===== config.mk =====
export PLATFORM = sky130hd
export DESIGN_NAME = lcd_bus_arbiter
export DESIGN_NICKNAME = d
export VERILOG_FILES = /design/src/rtl/lcd_bus_arbiter.sv
export SDC_FILE = /design/constraint.sdc
export NUM_CORES = 1
export LEC_CHECK = 0
export BUFFER_PORTS_ARGS = -buffer_cell sky130_fd_sc_hd__buf_4
export CAP_MARGIN = 10
export CORE_MARGIN = 2
export CORE_UTILIZATION = 59
export DETAILED_ROUTE_END_ITERATION = 16
export PLACE_DENSITY = 0.88
export SKIP_LAST_GASP = 1
export SYNTH_ARGS = -nofsm -noshare
export SYNTH_HDL_FRONTEND = slang
export SYNTH_SLANG_ARGS = --single-unit

===== constraint.sdc =====
create_clock -name iCLK -period 6.3 [get_ports iCLK]
set_input_delay 1.26 -clock iCLK [delete_from_list [all_inputs] [get_ports iCLK]]
set_output_delay 1.26 -clock iCLK [all_outputs]
set_load 0.005 [all_outputs]

===== src/rtl/lcd_bus_arbiter.sv =====
// lcd_bus_arbiter: HD44780 16x2 write sequencer with two-port round-robin bus sharing.
// Define LCD_INIT_SEQ_EN to include the power-up wait and the built-in init command sequence.
module lcd_bus_arbiter #(
    parameter int unsigned T_PWRUP      = 750000,
    parameter int unsigned T_SETUP      = 2,
    parameter int unsigned T_EHIGH      = 16,
    parameter int unsigned T_CMD_WAIT   = 2500,
    parameter int unsigned T_CLEAR_WAIT = 82000
) (
    input  logic       iCLK,
    input  logic       iRST,
    input  logic       iREQ0,
    input  logic       iREQ1,
    input  logic       iRS0,
    input  logic       iRS1,
    input  logic [7:0] iDATA0,
    input  logic [7:0] iDATA1,
    output logic       oACK0,
    output logic       oACK1,
    output logic       oREADY,
    output logic       oBUSY,
    output logic [7:0] oLCD_DATA,
    output logic       oLCD_RS,
    output logic       oLCD_RW,
    output logic       oLCD_E
);

    localparam int unsigned DW      = 8;
    localparam int unsigned T_MAX_0 = (T_PWRUP > T_CLEAR_WAIT) ? T_PWRUP : T_CLEAR_WAIT;
    localparam int unsigned T_MAX_1 = (T_CMD_WAIT > T_EHIGH) ? T_CMD_WAIT : T_EHIGH;
    localparam int unsigned T_MAX_2 = (T_MAX_1 > T_SETUP) ? T_MAX_1 : T_SETUP;
    localparam int unsigned T_MAX   = (T_MAX_0 > T_MAX_2) ? T_MAX_0 : T_MAX_2;
    localparam int unsigned CW      = $clog2(T_MAX) + 1;

    localparam logic [2:0] S_IDLE  = 3'd2;
    localparam logic [2:0] S_SETUP = 3'd3;
    localparam logic [2:0] S_EHIGH = 3'd4;
    localparam logic [2:0] S_WAIT  = 3'd5;
`ifdef LCD_INIT_SEQ_EN
    localparam logic [2:0]    S_PWRUP   = 3'd0;
    localparam logic [2:0]    S_INIT    = 3'd1;
    localparam logic [2:0]    S_RESET   = S_PWRUP;
    localparam logic [CW-1:0] CNT_RESET = CW'(T_PWRUP);
`else
    localparam logic [2:0]    S_RESET   = S_IDLE;
    localparam logic [CW-1:0] CNT_RESET = '0;
`endif

    logic [2:0]    r_state;
    logic [CW-1:0] r_cnt;
    logic          r_ack0;
    logic          r_ack1;
    logic          r_ready;
    logic          r_busy;
    logic          r_lcd_e;
    logic          r_lcd_rs;
    logic [DW-1:0] r_lcd_data;
    logic          r_last;

    logic [2:0]    w_state_nxt;
    logic [CW-1:0] w_cnt_nxt;
    logic          w_ack0_nxt;
    logic          w_ack1_nxt;
    logic          w_ready_nxt;
    logic          w_busy_nxt;
    logic          w_e_nxt;
    logic          w_rs_nxt;
    logic [DW-1:0] w_data_nxt;
    logic          w_last_nxt;
    logic          w_pick0;
    logic          w_pick1;
    logic          w_long_wait;

`ifdef LCD_INIT_SEQ_EN
    logic [2:0] r_init_idx;
    logic [2:0] w_init_idx_nxt;

    function automatic logic [DW-1:0] init_cmd(input logic [1:0] idx);
        case (idx)
            2'd0:    init_cmd = 8'h38;
            2'd1:    init_cmd = 8'h0C;
            2'd2:    init_cmd = 8'h01;
            default: init_cmd = 8'h06;
        endcase
    endfunction
`endif

    // r_last = 1 means port 1 was granted last, so port 0 wins a tie
    assign w_pick1 = iREQ1 & (~iREQ0 | ~r_last);
    assign w_pick0 = iREQ0 & ~w_pick1;

    // Clear display / return home need the long execution delay
    assign w_long_wait = ~r_lcd_rs & (r_lcd_data[7:2] == 6'd0) & (r_lcd_data != 8'd0);

    always_comb begin
        w_state_nxt = r_state;
        w_cnt_nxt   = (r_cnt != '0) ? r_cnt - CW'(1) : r_cnt;
        w_ack0_nxt  = 1'b0;
        w_ack1_nxt  = 1'b0;
        w_ready_nxt = r_ready;
        w_busy_nxt  = r_busy;
        w_e_nxt     = r_lcd_e;
        w_rs_nxt    = r_lcd_rs;
        w_data_nxt  = r_lcd_data;
        w_last_nxt  = r_last;
`ifdef LCD_INIT_SEQ_EN
        w_init_idx_nxt = r_init_idx;
`endif
        case (r_state)
`ifdef LCD_INIT_SEQ_EN
            S_PWRUP: begin
                if (r_cnt <= CW'(1)) begin
                    w_state_nxt = S_INIT;
                    w_cnt_nxt   = '0;
                end
            end
            S_INIT: begin
                w_rs_nxt       = 1'b0;
                w_data_nxt     = init_cmd(r_init_idx[1:0]);
                w_init_idx_nxt = r_init_idx + 3'd1;
                w_state_nxt    = S_SETUP;
                w_cnt_nxt      = CW'(T_SETUP);
            end
`endif
            S_IDLE: begin
                if (r_ready) begin
                    if (w_pick0 | w_pick1) begin
                        w_ack0_nxt  = w_pick0;
                        w_ack1_nxt  = w_pick1;
                        w_rs_nxt    = w_pick1 ? iRS1 : iRS0;
                        w_data_nxt  = w_pick1 ? iDATA1 : iDATA0;
                        w_last_nxt  = w_pick1;
                        w_busy_nxt  = 1'b1;
                        w_state_nxt = S_SETUP;
                        w_cnt_nxt   = CW'(T_SETUP);
                    end
                end else begin
                    // Only reachable straight out of reset when the init sequence is absent
                    w_ready_nxt = 1'b1;
                    w_busy_nxt  = 1'b0;
                end
            end
            S_SETUP: begin
                if (r_cnt <= CW'(1)) begin
                    w_state_nxt = S_EHIGH;
                    w_e_nxt     = 1'b1;
                    w_cnt_nxt   = CW'(T_EHIGH);
                end
            end
            S_EHIGH: begin
                if (r_cnt <= CW'(1)) begin
                    w_state_nxt = S_WAIT;
                    w_e_nxt     = 1'b0;
                    w_cnt_nxt   = w_long_wait ? CW'(T_CLEAR_WAIT) : CW'(T_CMD_WAIT);
                end
            end
            S_WAIT: begin
                if (r_cnt <= CW'(1)) begin
                    w_state_nxt = S_IDLE;
                    w_busy_nxt  = 1'b0;
                    w_cnt_nxt   = '0;
`ifdef LCD_INIT_SEQ_EN
                    if (!r_ready) begin
                        if (r_init_idx == 3'd4) begin
                            w_ready_nxt = 1'b1;
                        end else begin
                            w_state_nxt = S_INIT;
                            w_busy_nxt  = 1'b1;
                        end
                    end
`endif
                end
            end
            default: begin
                w_state_nxt = S_RESET;
                w_cnt_nxt   = CNT_RESET;
            end
        endcase
    end

    always_ff @(posedge iCLK) begin
        if (iRST) begin
            r_state    <= S_RESET;
            r_cnt      <= CNT_RESET;
            r_ack0     <= 1'b0;
            r_ack1     <= 1'b0;
            r_ready    <= 1'b0;
            r_busy     <= 1'b1;
            r_lcd_e    <= 1'b0;
            r_lcd_rs   <= 1'b0;
            r_lcd_data <= '0;
            r_last     <= 1'b1;
`ifdef LCD_INIT_SEQ_EN
            r_init_idx <= '0;
`endif
        end else begin
            r_state    <= w_state_nxt;
            r_cnt      <= w_cnt_nxt;
            r_ack0     <= w_ack0_nxt;
            r_ack1     <= w_ack1_nxt;
            r_ready    <= w_ready_nxt;
            r_busy     <= w_busy_nxt;
            r_lcd_e    <= w_e_nxt;
            r_lcd_rs   <= w_rs_nxt;
            r_lcd_data <= w_data_nxt;
            r_last     <= w_last_nxt;
`ifdef LCD_INIT_SEQ_EN
            r_init_idx <= w_init_idx_nxt;
`endif
        end
    end

    assign oACK0     = r_ack0;
    assign oACK1     = r_ack1;
    assign oREADY    = r_ready;
    assign oBUSY     = r_busy;
    assign oLCD_DATA = r_lcd_data;
    assign oLCD_RS   = r_lcd_rs;
    assign oLCD_RW   = 1'b0;
    assign oLCD_E    = r_lcd_e;

endmodule


==> impl_metrics.env, run 1 <==
export IMPL_overflow=0
export IMPL_leakagePower_nw=0.9948
export IMPL_start_util=0.6108
export IMPL_cp_required_ns=6.57
export IMPL_fin_skew_ns=0.01220
export IMPL_mappedNetlistNets=265
export IMPL_grt_pass1_vias=1889
export IMPL_routabilityCongestion=0.8773
export IMPL_syn2layout_area_growth_pct=19.03
export IMPL_top_layer_used="met4"
export IMPL_nNetsFinal=296
export IMPL_crit_type="flip-flop to flip-flop"
export IMPL_synth_edf_count=0
export IMPL_clk_latency_ns=0.36
export IMPL_grt_total_usage=0.2672
export IMPL_irDropWorstVdd_uv=256.9
export IMPL_post_drt_via_cell_ratio=5.972
export IMPL_synth_flop_cell="dfxtp_1"
export IMPL_syn_inst=240
export IMPL_antenna_found_initial=0
export IMPL_yosysSeqAreaShare=0.3831
export IMPL_rsz0062_at_grt="no"
export IMPL_crit_path_max_fanout=10
export IMPL_setup_viol=0
export IMPL_finalSetupTns_ns=0
export IMPL_yosysUniqueCellTypes=52
export IMPL_start_kind="flip-flop"
export IMPL_grt_pass1_wl_um=8335
export IMPL_antenna_left=0
export IMPL_port_buffer_count=35
export IMPL_clk_pin_slew_worst_paths_ns=0.11
export IMPL_m1WireLength_um=2026
export IMPL_drc_errors=0
export IMPL_cts_max_level=2
export IMPL_num_vias=1899
export IMPL_yosys_warnings=0
export IMPL_cts_tree="built"
export IMPL_cts_resized=0
export IMPL_status="finished, final reports clean"
export IMPL_cts_sinks=39
export IMPL_std_cell_rows=21
export IMPL_slew_viol_final=0
export IMPL_drive_gt1_frac=0.1912
export IMPL_drt_iter0_markers=136
export IMPL_synth_area_um2=2038
export IMPL_postCtsHoldBufs=0
export IMPL_clock_path_buffers=2
export IMPL_core_um2=3337
export IMPL_root_buffer="clkbuf_4"
export IMPL_clock_fmax_mhz=398.2
export IMPL_layout_min_cycle_time_ns=2.511
export IMPL_critPathCaptureType="flip-flop"
export IMPL_tightest_slew_ns=1.036
export IMPL_wl_met3_um=309
export IMPL_min_path_type="flip-flop to flip-flop"
export IMPL_ios=37
export IMPL_die_area_um2=3941
export IMPL_maxCapViolCount=0
export IMPL_fin_crit_sh=0.3986
export IMPL_powerDensity_nw_per_um2=527.0
export IMPL_fill_cells=283
export IMPL_fp_dieW_um=62.78
export IMPL_slew_headroom=0.3059
export IMPL_critPathArrivalTime_ns=2.78
export IMPL_grt_max_degree=21
export IMPL_worst_slack_ns=3.789
export IMPL_finalHoldViolations=0
export IMPL_cts_buffers=5
export IMPL_post_cts_buffers=0
export IMPL_met2WireLength_um=2348
export IMPL_dp_slack_ns=3.462
export IMPL_postSynthAreaPerCell_um2=8.493
export IMPL_die_y_um=62.78
export IMPL_n_antenna_cell=0
export IMPL_wl_per_cell_um=15.01
export IMPL_dr_pass1_iters=4
export IMPL_async_flop_share=0
export IMPL_ys_ff_latch=39
export IMPL_dpl_hpwl_um=3394
export IMPL_drt_total_wl_um=4773
-- cells in the final DEF (no fill, tap or decap), drive strengths merged, types with 3 or more instances in the layout --
master	n
a21oi	10
nand2	12
clkbuf	6
nor2	38
xnor2	12
ha	3
nand4	3
buf	37
or4	4
o21ai	8
nor4	11
dfxtp	39
nand3	5
o211ai	4
or3	3
inv	4
nor3	11
mux2i	11
a211oi	11
-- kinds of logic (layout without fill, tap and decap cells) --
family,count (synthesis),after routing,synth area share
AO/OA/AOI/OAI,52,52,0.1786
XOR/XNOR,14,14,0.06016
adder cells (fa/ha/maj),3,3,0.01842
buffers and inverters,17,49,0.03376
flip-flops,39,39,0.3831
multiplexers,11,11,0.05402
other,1,1,0.001840
AND/OR/NAND/NOR,103,103,0.2701
-- report_power, final --
group	internal [mW]	switching, mW	leakage (nW)
clock	0.124	0.0835	0.0525
sequential	0.316	0.0811	0.320
combinational	0.277	0.397	0.622
total	0.717	0.562	0.995
-- flip-flops by register name (all words and copies together) (netlist names) --
| name | cells |
|---|---|
| r_cnt | 21 |
| oLCD_DATA | 8 |
| r_state | 3 |
| oACK0 | 1 |
| oACK1 | 1 |
| oBUSY | 1 |
| oLCD_E | 1 |
| oLCD_RS | 1 |
| oREADY | 1 |
| r_last | 1 |
-- layout make-up --
type                    instances  area, um^2  share of cell area
clock inverters                 2       60.06             0.02475
flip-flops and latches         39       780.7              0.3218
repair buffers                 37       277.8              0.1145
clock buffers                   6       41.29             0.01702
multi-input cells             184        1194              0.4920
inverters                       4       15.01            0.006189
well taps                      46       57.56             0.02372
-- metal layers --
| metal | vias to the layer above | track usage |
|---|---|---|
| met5 | - | 0 |
| met4 | 0 | 0.09444 |
| met3 | 10 | 0.07387 |
| met2 | 78 | 0.4556 |
| met1 | 872 | 0.3223 |
| li1 | 939 | - |
-- path summary, 6_finish.rpt --
kind / from / end / slack [ns] / depth (start not counted)
max reg2reg: r_cnt[15]$_SDFF_PP0_ / r_cnt[7]$_SDFF_PP0_ / 3.79 / 5
max: r_cnt[15]$_SDFF_PP0_ / r_cnt[7]$_SDFF_PP0_ / 3.79 / 5
min: oLCD_E$_SDFFE_PP0P_ / oLCD_E$_SDFFE_PP0P_ / 0.51 / 2
min reg2reg: oLCD_E$_SDFFE_PP0P_ / oLCD_E$_SDFFE_PP0P_ / 0.51 / 2
-- through the flow --
stage,power [mW],hold slack (ns),cell area [um^2],std cells,util
global route,1.389,0.5487,2426,318,0.7270
floorplan,0.9008,0.4771,2038,240,-
finish,1.279,0.5111,2426,318,0.7270
detailed placement,1.059,0.4907,2325,310,0.6967
global placement,1.036,0.4813,2325,310,0.6967
CTS,1.272,0.5081,2426,318,0.7270
-- synth_stat cells (all sizes together), types with 4 or more instances --
| cell type | instances | share of area |
|---|---|---|
| dfxtp | 39 | 0.38 |
| nor2 | 38 | 0.070 |
| nand2 | 12 | 0.026 |
| xnor2 | 12 | 0.052 |
| a211oi | 11 | 0.041 |
| mux2i | 11 | 0.054 |
| nor3 | 11 | 0.027 |
| nor4 | 11 | 0.041 |
| a21oi | 10 | 0.025 |
| clkbuf | 8 | 0.015 |
| o21ai | 8 | 0.020 |
| buf | 5 | 0.012 |
| nand3 | 5 | 0.012 |
| inv | 4 | 0.0074 |
| o211ai | 4 | 0.015 |
| or4 | 4 | 0.018 |
-- worst max-delay path, stage by stage (launching register included) --
cell      delay, ns
dfxtp_1        0.35
nor4_1         0.59
and4b_1        0.59
nand2_4        0.12
or4_4          0.55
a311oi_1       0.22
Power figures use the tool's default switching activity.
==> inputs of run 2 (changes only) <==
Settings changed: CORE_UTILIZATION 59 to 55, PLACE_DENSITY 0.88 to 0.83.
Clock period 6.3 ns to 2.5 ns, I/O delays scaled along.
==> run 2 against run 1 <==
Critical path depth stayed put. Clock power rose to 2.5 times the previous value. Final area increased by 2.7%. Power increased to 2.6 times the previous value. Clock skew decreased by 0.0049 ns. Utilization down 3.6 points. Via count grew 0.90%. Wire length fell by 4.3%. Die area up 6.8%. Sequential share of layout area is 0.86 points lower. Fmax is 10% higher. Register-to-register slack lost 3.6 ns. Largest cell class unchanged.
==> impl_metrics.env, run 2 (synthesis gave the netlist of run 1 again) <==
export IMPL_status="finished, final reports clean"
export IMPL_std_cell_rows=22
export IMPL_n_antenna_cell=0
export IMPL_dr_pass1_iters=4
export IMPL_drt_total_wl_um=4568
export IMPL_crit_path_max_fanout=7
export IMPL_crit_type="flip-flop to flip-flop"
export IMPL_finalSetupTns_ns=0
export IMPL_num_vias=1916
export IMPL_start_kind="flip-flop"
export IMPL_largest_reg_flops=21
export IMPL_finalHoldViolations=0
export IMPL_drt_iter0_markers=180
export IMPL_critPathCaptureType="flip-flop"
export IMPL_irDropWorstVdd_uv=523.7
export IMPL_ios=37
export IMPL_port_buffer_count=35
export IMPL_multi_input_area_um2=1194
export IMPL_final_area_um2=2492
export IMPL_root_buffer="clkbuf_8"
export IMPL_grt_total_usage=0.2337
export IMPL_placed_area_um2=2380
export IMPL_antenna_left=0
export IMPL_cts_tree="built"
export IMPL_layout_min_cycle_time_ns=2.278
export IMPL_fill_cells=281
export IMPL_layout_commonest_cell="buf_4"
export IMPL_r2r_start="r_cnt[2]$_SDFF_PP0_"
export IMPL_dpl_hpwl_um=3331
export IMPL_die_area_um2=4209
export IMPL_fp_dieW_um=64.88
export IMPL_clock_fmax_mhz=439.0
export IMPL_critPathArrivalTime_ns=2.46
export IMPL_cp_startpoint="r_cnt[2]$_SDFF_PP0_"
export IMPL_fin_skew_ns=0.007329
export IMPL_leakagePower_nw=1.034
export IMPL_min_path_type="primary input to flip-flop"
export IMPL_clk_pin_slew_worst_paths_ns=0.08
export IMPL_cts_sinks=39
export IMPL_drc_errors=0
export IMPL_routabilityCongestion=0.8909
export IMPL_syn2layout_area_growth_pct=22.28
export IMPL_tightest_slew_ns=1.043
export IMPL_cp_required_ns=2.68
export IMPL_cts_resized=0
export IMPL_largest_register="r_cnt"
export IMPL_min_delay_start="iRST"
export IMPL_grt_max_degree=21
export IMPL_grt_pass1_vias=1779
export IMPL_maxCapViolCount=0
export IMPL_cts_buffers=5
export IMPL_rsz0062_at_grt="no"
export IMPL_post_cts_buffers=0
export IMPL_clock_path_buffers=2
export IMPL_slew_viol_final=0
export IMPL_layout_common_cells="44 x buf_4, 39 x dfxtp_1, 38 x nor2_1, 12 x xnor2_1"
export IMPL_clk_latency_ns=0.29
export IMPL_antenna_found_initial=0
export IMPL_core_um2=3606
export IMPL_slew_headroom=0.3006
export IMPL_die_y_um=64.88
export IMPL_drive_gt1_frac=0.2151
export IMPL_powerDensity_nw_per_um2=1335
export IMPL_start_util=0.5652
export IMPL_post_drt_via_cell_ratio=5.859
export IMPL_seqCellArea_um2=780.7
export IMPL_fin_crit_sh=0.9112
export IMPL_postCtsHoldBufs=0
export IMPL_grt_pass1_wl_um=7810
export IMPL_wl_per_cell_um=13.97
export IMPL_setup_viol=0
export IMPL_nNetsFinal=303
export IMPL_cts_max_level=2
export IMPL_overflow=0
## run 2: changes by cell type in the layout (fill, tap and decap cells not counted), sizes merged
cell	change
clkbuf	-1
bufinv	-1
clkinv	+2
buf	+7
## run 2: critical path: stages, from the launching register on
cell	delay [ns]
dfxtp_1	0.37
nor4_1	0.64
nand3_1	0.40
nor4_1	0.55
xnor2_1	0.17
nor2_1	0.05
## run 2: routing by layer
metal  vias up  global-route usage  routed length, um
li1        962                   -                  -
met1       858              0.3051               2037
met2        85              0.3776               2100
met3        11             0.05903                333
met4         0             0.07447                 97
met5         -                   0                  0
## run 2: cell type report
cell class / instances / area share
Clock buffer: 5 / 0.02761
Timing Repair Buffer: 44 / 0.1325
Tap cell: 48 / 0.02410
Inverter: 4 / 0.006024
Sequential cell: 39 / 0.3133
Clock inverter: 3 / 0.01757
Multi-Input combinational cell: 184 / 0.4789
## run 2: power by group
group	internal, mW	leakage, nW	switching [mW]
combinational	0.800	0.656	1.02
sequential	0.796	0.320	0.194
clock	0.297	0.0581	0.222
## run 2: worst paths after layout
kind	to	slack, ns	cells after the start
setup / recovery	r_cnt[19]$_SDFF_PP0_	0.22	5
hold / removal	oLCD_E$_SDFFE_PP0P_	0.51	2
hold reg to reg	oLCD_E$_SDFFE_PP0P_	0.51	2
setup reg to reg	r_cnt[19]$_SDFF_PP0_	0.22	5
## run 2: stage by stage
step | worst slack [ns] | cells | total power [mW] | utilization | hold WS [ns]
finish | 0.2220 | 327 | 3.329 | 0.6912 | 0.5082
CTS | 0.2343 | 327 | 3.328 | 0.6912 | 0.5042
global placement | 0.3655 | 319 | 2.735 | 0.6600 | 0.4955
floorplan | 0.2912 | 240 | 2.270 | - | 0.4771
detailed placement | 0.3165 | 319 | 2.776 | 0.6600 | 0.4985
global route | 0.08414 | 327 | 3.580 | 0.6912 | 0.5251
==> inputs of run 3 (changes only) <==
Settings changed: CORE_UTILIZATION 55 to 40, PLACE_DENSITY 0.83 to 0.65, RECOVER_POWER set to 50.
==> run 3 against run 2 <==
Clock power is 20% lower. First-iteration DRC count is 32% lower. Power is 3.7% lower. Sequential cell count stayed put.
==> impl_metrics.env, run 3 (synthesis gave the netlist of run 1 again) <==
export IMPL_grt_total_usage=0.1761
export IMPL_cts_resized=0
export IMPL_routabilityCongestion=0.8350
export IMPL_dp_cells=340
export IMPL_layout_commonest_cell="dfxtp_1"
export IMPL_grt_max_degree=21
export IMPL_grt_pass1_wl_um=7755
export IMPL_drive_gt1_frac=0.2028
export IMPL_setup_viol=0
export IMPL_final_cells=348
export IMPL_layout_common_cells="39 x dfxtp_1, 38 x nor2_1, 30 x buf_4, 12 x xnor2_1, 12 x clkbuf_4"
export IMPL_dr_pass1_iters=4
export IMPL_whs_endpoint="oLCD_E$_SDFFE_PP0P_"
export IMPL_syn2layout_area_growth_pct=21.79
export IMPL_root_buffer="clkbuf_8"
export IMPL_std_cell_rows=25
export IMPL_cts_sinks=39
export IMPL_largest_reg_flops=21
export IMPL_dp_slack_ns=0.3101
export IMPL_worst_slack_ns=0.3115
export IMPL_antenna_left=0
export IMPL_wl_per_cell_um=12.88
export IMPL_min_delay_start="oLCD_E$_SDFFE_PP0P_"
export IMPL_cp_slowest_cell="or4_4"
export IMPL_antenna_found_initial=0
export IMPL_post_drt_via_cell_ratio=5.325
export IMPL_die_area_um2=5682
export IMPL_drt_iter0_markers=123
export IMPL_finalHoldViolations=0
export IMPL_clock_path_buffers=2
export IMPL_finalHoldWorstSlack_ns=0.5037
export IMPL_critPathArrivalTime_ns=2.39
export IMPL_status="finished, final reports clean"
export IMPL_fp_dieW_um=75.38
export IMPL_slew_headroom=0.4798
export IMPL_powerDensity_nw_per_um2=1291
export IMPL_path_cells="nor4_1 > and4b_1 > nand2_4 > or4_4 > a311oi_1"
export IMPL_leakagePower_nw=1.010
export IMPL_utilization=0.5153
export IMPL_grt_pass1_vias=1690
export IMPL_drt_total_wl_um=4483
export IMPL_r2r_end="r_cnt[2]$_SDFF_PP0_"
export IMPL_nNetsFinal=305
export IMPL_clk_pin_slew_worst_paths_ns=0.08
export IMPL_r2r_start="r_cnt[17]$_SDFF_PP0_"
export IMPL_rsz0062_at_grt="no"
export IMPL_cp_required_ns=2.70
export IMPL_maxCapViolCount=0
export IMPL_crit_path_max_fanout=6
export IMPL_drc_errors=0
export IMPL_num_vias=1853
export IMPL_start_kind="flip-flop"
export IMPL_cts_tree="built"
export IMPL_r2r_cells=5
export IMPL_core_um2=4817
export IMPL_slew_viol_final=0
export IMPL_ios=37
export IMPL_rrSetupSlack_ns=0.31
export IMPL_n_antenna_cell=0
export IMPL_critPathCaptureType="flip-flop"
export IMPL_holdPathStages=2
export IMPL_crit_type="flip-flop to flip-flop"
export IMPL_largest_register="r_cnt"
export IMPL_total_power_mw=3.204
export IMPL_dpl_hpwl_um=3367
export IMPL_tightest_slew_ns=0.7803
export IMPL_cts_buffers=5
export IMPL_postCtsHoldBufs=0
export IMPL_port_buffer_count=35
export IMPL_min_path_type="flip-flop to flip-flop"
export IMPL_clk_latency_ns=0.29
export IMPL_start_util=0.4231
export IMPL_cts_max_level=2
export IMPL_fin_crit_sh=0.8754
export IMPL_finalSetupTns_ns=0
export IMPL_irDropWorstVdd_uv=546.4
export IMPL_placed_area_um2=2419
export IMPL_overflow=0
export IMPL_fin_skew_ns=0.002511
export IMPL_final_area_um2=2482
export IMPL_clock_fmax_mhz=456.9
export IMPL_layout_min_cycle_time_ns=2.189
export IMPL_post_cts_buffers=0
export IMPL_max_stage_delay_ns=0.51
export IMPL_die_y_um=75.38
-- run 3: cell count changes in the layout (fill, tap and decap cells not counted) --
cell / before / now
buf_4: 44 / 30
clkbuf_4: 0 / 12
clkbuf_1: 0 / 4
clkinv_2: 1 / 3
bufinv_16: 1 / 0
clkinv_4: 1 / 0
nor3_1: 10 / 11
nor3_2: 1 / 0
-- run 3: worst max-delay path, delay by kind of cell (launching register included) --
| kind | cells | cell delay (ns) |
|---|---|---|
| simple gates | 4 | 1.52 |
| compound gates | 1 | 0.23 |
| flops | 1 | 0.34 |
-- run 3: area by class of cell --
type                            count  area (um^2)
Fill cell                         493         2335
Multi-Input combinational cell    184         1189
Sequential cell                    39        780.7
Timing Repair Buffer               46        330.3
Tap cell                           67        83.83
Clock buffer                        5        68.82
Clock inverter                      3        15.01
Inverter                            4        15.01
-- run 3: worst max-delay path by stage --
stage / start / end / slack (ns)
final: r_cnt[17]$_SDFF_PP0_ / r_cnt[2]$_SDFF_PP0_ / 0.31
after global placement: r_cnt[2]$_SDFF_PP0_ / r_state[0]$_SDFFE_PP0P_ / 0.35
after CTS: r_cnt[9]$_SDFF_PP0_ / r_cnt[2]$_SDFF_PP0_ / 0.30
after detailed placement: r_cnt[9]$_SDFF_PP0_ / r_cnt[2]$_SDFF_PP0_ / 0.31
after global routing: r_cnt[2]$_SDFF_PP0_ / r_cnt[18]$_SDFF_PP0_ / 0.18
after floorplan: r_cnt[2]$_SDFF_PP0_ / r_cnt[2]$_SDFF_PP0_ / 0.29
-- run 3: power by group --
group / switching, mW / internal, mW / leakage, nW
logic: 0.999 / 0.807 / 0.642
clock network: 0.224 / 0.191 / 0.0477
registers: 0.186 / 0.797 / 0.320
total: 1.41 / 1.79 / 1.01
-- run 3: routing by layer --
| layer | routed length [um] | vias up | global-route usage |
|---|---|---|---|
| li1 | - | 956 | - |
| met1 | 2150 | 832 | 0.2376 |
| met2 | 1972 | 58 | 0.2696 |
| met3 | 288 | 7 | 0.05423 |
| met4 | 72 | 0 | 0.05653 |
| met5 | 0 | - | 0 |
